[src/rtl/wb_rr_arbiter.sv]
// Round-robin Wishbone B3 arbiter: NM masters share one slave; the grant is held for a whole cyc.
// Optional WB_ARB_TIMEOUT_EN adds a stalled-strobe watchdog that answers with a one-cycle err.
module wb_rr_arbiter #(
  parameter int unsigned NM = 2,
  parameter int unsigned dw = 32,
  parameter int unsigned aw = 32,
  parameter int unsigned TO = 255
) (
  input  logic              wb_clk,
  input  logic              wb_rst,
  input  logic [NM*aw-1:0]  m_adr_i,
  input  logic [NM*dw-1:0]  m_dat_i,
  input  logic [NM*4-1:0]   m_sel_i,
  input  logic [NM-1:0]     m_we_i,
  input  logic [NM-1:0]     m_cyc_i,
  input  logic [NM-1:0]     m_stb_i,
  input  logic [NM*3-1:0]   m_cti_i,
  input  logic [NM*2-1:0]   m_bte_i,
  output logic [dw-1:0]     m_dat_o,
  output logic [NM-1:0]     m_ack_o,
  output logic [NM-1:0]     m_err_o,
  output logic [NM-1:0]     m_rty_o,
  output logic [aw-1:0]     s_adr_o,
  output logic [dw-1:0]     s_dat_o,
  output logic [3:0]        s_sel_o,
  output logic              s_we_o,
  output logic              s_cyc_o,
  output logic              s_stb_o,
  output logic [2:0]        s_cti_o,
  output logic [1:0]        s_bte_o,
  input  logic [dw-1:0]     s_dat_i,
  input  logic              s_ack_i,
  input  logic              s_err_i,
  input  logic              s_rty_i,
  output logic [NM-1:0]     grant_o
);

  localparam int unsigned PW = (NM > 1) ? $clog2(NM) : 1;

  if (NM < 2 || NM > 8) begin : g_bad_nm
    $error("wb_rr_arbiter: NM must be 2..8");
  end
  if (TO < 1 || TO > 65535) begin : g_bad_to
    $error("wb_rr_arbiter: TO must be 1..65535");
  end

  typedef enum logic {IDLE, BUSY} state_t;

  state_t        state;
  logic [PW-1:0] ptr;
  logic          busy;
  logic          win_found;
  logic [PW-1:0] win_idx;
  logic [PW-1:0] cand;
  logic          to_c;

  assign busy = (state == BUSY);

  // First requester after the last winner, wrapping modulo NM
  always_comb begin
    win_found = 1'b0;
    win_idx   = '0;
    cand      = '0;
    for (int unsigned i = 1; i <= NM; i++) begin
      cand = PW'((32'(ptr) + i) % NM);
      if (!win_found && m_cyc_i[cand]) begin
        win_found = 1'b1;
        win_idx   = cand;
      end
    end
  end

  always_ff @(posedge wb_clk) begin
    if (wb_rst) begin
      state   <= IDLE;
      grant_o <= '0;
      ptr     <= PW'(NM - 1);
    end else begin
      case (state)
        IDLE: if (win_found) begin
          state   <= BUSY;
          grant_o <= NM'(1) << win_idx;
          ptr     <= win_idx;
        end
        BUSY: if (!m_cyc_i[ptr]) begin
          state   <= IDLE;
          grant_o <= '0;
        end
        default: begin
          state   <= IDLE;
          grant_o <= '0;
        end
      endcase
    end
  end

  // Slave-side mux driven by the registered one-hot grant; all zero while idle
  always_comb begin
    s_adr_o = '0;
    s_dat_o = '0;
    s_sel_o = '0;
    s_we_o  = 1'b0;
    s_cyc_o = 1'b0;
    s_stb_o = 1'b0;
    s_cti_o = '0;
    s_bte_o = '0;
    for (int unsigned i = 0; i < NM; i++) begin
      if (busy && grant_o[i]) begin
        s_adr_o = m_adr_i[i*aw +: aw];
        s_dat_o = m_dat_i[i*dw +: dw];
        s_sel_o = m_sel_i[i*4 +: 4];
        s_we_o  = m_we_i[i];
        s_cyc_o = m_cyc_i[i];
        s_stb_o = m_stb_i[i];
        s_cti_o = m_cti_i[i*3 +: 3];
        s_bte_o = m_bte_i[i*2 +: 2];
      end
    end
  end

  assign m_dat_o = busy ? s_dat_i : '0;
  assign m_ack_o = grant_o & {NM{s_ack_i & ~to_c}};
  assign m_err_o = grant_o & {NM{s_err_i | to_c}};
  assign m_rty_o = grant_o & {NM{s_rty_i & ~to_c}};

`ifdef WB_ARB_TIMEOUT_EN
  logic [15:0] to_cnt;
  logic        resp;

  assign resp = s_ack_i | s_err_i | s_rty_i;
  // Fires on the TO-th consecutive unanswered strobe cycle
  assign to_c = busy && s_stb_o && !resp && (to_cnt == 16'(TO - 1));

  always_ff @(posedge wb_clk) begin
    if (wb_rst || !busy || !s_stb_o || resp || to_c) begin
      to_cnt <= '0;
    end else begin
      to_cnt <= to_cnt + 16'd1;
    end
  end
`else
  assign to_c = 1'b0;
`endif

endmodule

[config.mk]
export PLATFORM = sky130hd
export DESIGN_NAME = wb_rr_arbiter
export DESIGN_NICKNAME = d
export VERILOG_FILES = /design/src/rtl/wb_rr_arbiter.sv
export SDC_FILE = /design/constraint.sdc
export NUM_CORES = 1
export LEC_CHECK = 0
export CELL_PAD_IN_SITES_DETAIL_PLACEMENT = 0
export CELL_PAD_IN_SITES_GLOBAL_PLACEMENT = 1
export CORE_ASPECT_RATIO = 0.6
export CORE_MARGIN = 2
export CORE_UTILIZATION = 13
export DETAILED_ROUTE_END_ITERATION = 10
export PLACE_DENSITY_LB_ADDON = 0.1
export SLEW_MARGIN = 40
export SYNTH_ARGS = -nofsm -noshare
export SYNTH_HDL_FRONTEND = slang
export SYNTH_SLANG_ARGS = --single-unit
[constraint.sdc]
create_clock -name wb_clk -period 1.65 [get_ports wb_clk]
set_input_delay 0.33 -clock wb_clk [delete_from_list [all_inputs] [get_ports wb_clk]]
set_output_delay 0.33 -clock wb_clk [all_outputs]
set_load 0.005 [all_outputs]
=== Yosys cells after proc, flatten, opt, wreduce, memory -nomap -nowiden ===
Cells that the tools add are included.

* Reduce and logical (&&, ||, !) cells: 6
* Add/subtract/negate cells: 2
* Bitwise gates (word level): 4
* Equality and inequality tests: 2
* Magnitude comparators: 3
* Multiplexer cells: 33
* Shifts and indexed selects: 1

{| class="wikitable"
|+ Operators with widths
! cell !! count
|-
| two-way mux 32 bit || 5
|-
| two-way mux 1 bit || 18
|-
| two-way mux 2 bit || 4
|-
| two-way mux 4 bit || 2
|-
| bitwise AND 2 bit || 3
|-
| < comparator 1 x 2 -> 1 bit (second input constant) || 3
|-
| two-way mux 3 bit || 2
|-
| inequality test 2 bit (second input constant) || 2
|-
| one-hot mux 2 bit (2 select lines) || 1
|-
| AND reduction 2 bit || 2
|-
| logical AND 1 bit || 3
|-
| adder 1 bit (second input constant) || 2
|-
| one-hot mux 1 bit (2 select lines) || 1
|-
| left shift 1 x 1 -> 2 bit (first input constant) || 1
|-
| zero test 1 bit || 1
|-
| NOT 1 bit || 1
|}

* Bits of input ports: 189
* Register bits: 4
* Output and inout port bits: 116
* Word-level logic and storage cells: 54

=== Logic depth before layout (Yosys ltp) ===
Gate-level depths: netlist of the first run.

* Word-level depth: 10
* Depth in mapped cells: 6
* Depth with buffers taken out: 3

=== Least setup slack after synthesis of the first run ===
No wires, ideal clock.

* Kind: register to output
* From: register grant_o[1]
* To: output port s_adr_o[0]
* Data required time: 1.320 ns
* Cell stages (with the launch flop): 7
* Buffers on the path: 3
* Data arrival time: 1.066 ns
* Setup slack: 0.254 ns
* Path through: dfxtp_1 buf_4 nor2b_4 buf_6 buf_8 a22oi_2 nor2b_1

* Cells in the longest elaborated chain, start to end: 2

{| class="wikitable"
|+ RTL lines
! item !! line !! text
|-
| from (decl) || 35 || <nowiki>output logic [NM-1:0] grant_o</nowiki>
|-
| from (signal assigned) || 82 || <nowiki>grant_o <= NM'(1) << win_idx;</nowiki>
|-
| logical AND 1 bit || 108 || <nowiki>if (busy && grant_o[i]) begin</nowiki>
|-
| two-way mux 32 bit || 108 ||
|-
| to (decl) || 23 || <nowiki>output logic [aw-1:0] s_adr_o,</nowiki>
|}

Every way passes these cells.

=== Worst setup path after layout of the first run ===
* From: register grant_o[1]
* To: output port s_dat_o[13]

* Cells in the longest elaborated chain, start to end: 2

{| class="wikitable"
|+ RTL lines
! item !! line !! text
|-
| logical AND 1 bit || 108 ||
|-
| two-way mux 32 bit || 108 ||
|-
| to (decl) || 24 || <nowiki>output logic [dw-1:0] s_dat_o,</nowiki>
|}

Every way passes these cells.

==> out/metrics.yaml, run 1 <==
clock_tree:
  clock_tree.root_cell: "clkbuf_16"
  clock_sinks: 4
  insertion_delay_to_the_later_sink_of_the_worst_skew_pair_ns: 0.23
  cts_htree_levels: 1
  cts.clk_slew.worst_paths_ns: 0.03
  tritoncts_clock_tree: "done"
  buffer_levels_on_the_longest_clock_path: 2
  cts_buffers: 3
  cts-hold-fix-buffers: 0
synth:
  largest_cells_by_area_after_synthesis: "a22oi_2 27%, nor2b_1 25%, a22oi_1 14%"
  synth.largest_area_cell: "a22oi_2"
  synthMostInstantiatedCell: "nor2b_1"
  yosys_warnings: 0
  synth_async_sr_flop_share: 0
  syn_area_per_cell_um2: 7.67
  synthDominantCellAreaShare: 0.265
  syn_area_mm2: 0.00189
  synth_nets: 435
  netlist-cell-type-count: 26
  synth.ff_latch_count: 4
  ys_top_cells_by_count: "76 x nor2b_1, 40 x a22oi_2, 38 x and2_1"
  main_flop_type_after_synthesis: "dfxtp_1"
  postSynthCellCount: 246
  ys_seq_area_frac: 0.0424
  synth_enable_flop_cells: 0
timing:
  final_max_slew_viol_count: 0
  finalSetupViolCount: 54
  rsz0062_at_grt: "true"
  fin_skew_ns: 0.00389
  setup_total_negative_slack_ns: -3.09
  hold_slack_final_ns: 0.598
  timing.fmax_ghz: 0.561
  timing.final.hold_violations: 0
  max_slew.worst_pin.slew_ns: 0.235
  worst_slack_ns: -0.134
  period_minus_slack_ns: 1.78
  finalCritPeriodShare: 1.08
  worst_slew_margin_relative_to_its_limit: 0.843
setup_path:
  timing.critical_path.required_ns: 1.32
  worstSetupStartpointType: "flip-flop"
  timing.reg2reg.setup_slack_ns: 0.33
  cp_slowest_cell: "dfxtp_4"
  worstSetupPathType: "reg2out"
  kind_of_end_point_of_the_critical_path: "output port"
  timing.critical_path.slowest_cell_delay_ns: 0.36
  critical_path_peak_fanout: 8
  worstPathArrival_ns: 1.45
  ff2ff_path_depth: 5
  timing.critical_path.cells: "nor2b_4 > buf_6 > buf_12 > buf_12 > buf_6 > a22oi_2 > nor2b_1 > buf_2"
drt:
  postRouteWirelength_mm: 11.8
  post_drt_wl_per_cell_um: 15.2
  detail-route-antenna-nets: 0
  drt_first_iter_violations: 113
  drc_errors: 0
  drtPass1Iterations: 4
  dr_vias: 3117
  detail_route.vias_per_cell: 4.01
layout:
  n_antenna_cell: 0
  final-instance-count-excl-fill: 777
  final_design_area_no_fill_mm2: 0.00556
  area_added_between_synthesis_and_finish_pct: 195
  post_route_cells_drive_above_1_share: 0.352
  final_net_count: 769
status:
  failing_checks: "negative setup slack"
  run_status: "complete, but fails checks"
worst_hold_path:
  worstHoldPathCells: 2
  hold_class: "reg2reg"
grt:
  grt_pass1_wl_mm: 18.3
  track_usage: 0.146
  initial_antenna_violation_count: 1
  grt_max_degree: 28
  grt_pass1_vias: 3167
  grt_overflow_total: 0
pwr:
  total_power_w: 0.00196
  power_per_cell_area_mw_per_mm2: 352
  worst_ir_drop_vdd_mv: 0.314
  leakage_nw: 2.32
flow_run:
  drv.max_cap_violation_count: 0
floorplan:
  initial_standard_cell_utilization_of_the_core: 0.132
  area_of_the_die_mm2: 0.0155
  die_w_um: 160
  die_h_um: 97.3
  core_area_mm2: 0.0143
  pin_count: 305
  core.rowCount: 34
placed_design:
  gp_congestion: 0.782
  dpl.hpwl_mm: 9.23
  placement.io_buffers: 304
  placement_cell_area_mm2: 0.00532
  placed_cells: 742
==> power breakdown <==
part           switching, W  total, W  internal, W  leakage, nW
combinational      0.000488   0.00145     0.000961         2.25
sequential        0.0000113  0.000117     0.000106       0.0348
clock             0.0000732  0.000393     0.000320       0.0382
==> cell families (layout without fill, tap and decap cells) <==
family,Yosys count,count (layout),share of synthesized area
AO/OA/AOI/OAI,84,84,0.437
buffers and inverters,32,365,0.101
flip-flops,4,4,0.0424
multiplexers,1,1,0.00531
AND/OR/NAND/NOR,125,125,0.414
==> per-stage QoR <==
stage               utilization  setup slack, ns
finish                    0.388           -0.134
global route              0.388           -0.188
detailed placement        0.371           -0.223
CTS                       0.382           -0.172
global placement          0.371           -0.214
floorplan                     -            0.254
==> critical path, delay by kind of cell, from the launching register on <==
kind                   cells  cell delay (ns)
DFF                        1             0.36
AOI/OAI and AO/OA          1             0.04
buffers and inverters      5             0.57
and+or+nand+nor            2             0.26
==> path summary, 6_finish.rpt <==
kind,from,endpoint
min,ptr,grant_o[0]
max,grant_o[1],s_dat_o[13]
max reg2reg,busy,ptr
min reg2reg,ptr,grant_o[0]
==> registers in the layout, summed over array words and instances (netlist names) <==
register / flops
ptr: 1
grant_o: 2
busy: 1
==> routing by layer <==
| layer | part of all wire | global-route usage | vias up |
|---|---|---|---|
| met1 | 0.43 | 0.184 | 1412 |
| met2 | 0.49 | 0.258 | 145 |
| li1 | - | - | 1550 |
| met3 | 0.068 | 0.0333 | 10 |
| met5 | 0 | 0 | - |
| met4 | 0.013 | 0.0245 | 0 |
==> repair_timing <==
action,CTS,global route
pin swaps,1,5
gates resized for setup,385,42
buffers inserted,27,4
cloned,3,0
endpoints found under the setup margin,115,80
==> cells in the final DEF, fill, tap and decap left out, types with 4 or more instances in the layout <==
cell,synthesis,layout
a22oi_2,40,61
nor2_1,4,4
clkdlybuf4s50_1,0,189
a22oi_1,36,15
clkbuf_2,0,6
buf_4,1,12
and2_1,38,38
dlymetal6s2s_1,0,4
clkdlybuf4s15_1,0,11
buf_12,0,15
dlygate4sd2_1,0,20
buf_6,1,20
buf_2,12,74
buf_8,4,6
nor2b_1,76,76
==> cell type report <==
type,instances,area (µm²)
clock buffers,4,78.8
inverters,1,3.75
flip-flops and latches,4,88.8
repair buffers,360,3420
well taps,198,248
multi-input cells,210,1720
fillers,1476,8780
No activity file was read; power rests on OpenSTA's default activity.
==> run 2: changes to the inputs <==
- CTS_CLUSTER_DIAMETER: unset -> 40
==> results of run 2 <==
No change in the layout: final DEF, timing and power equal those of run 1.
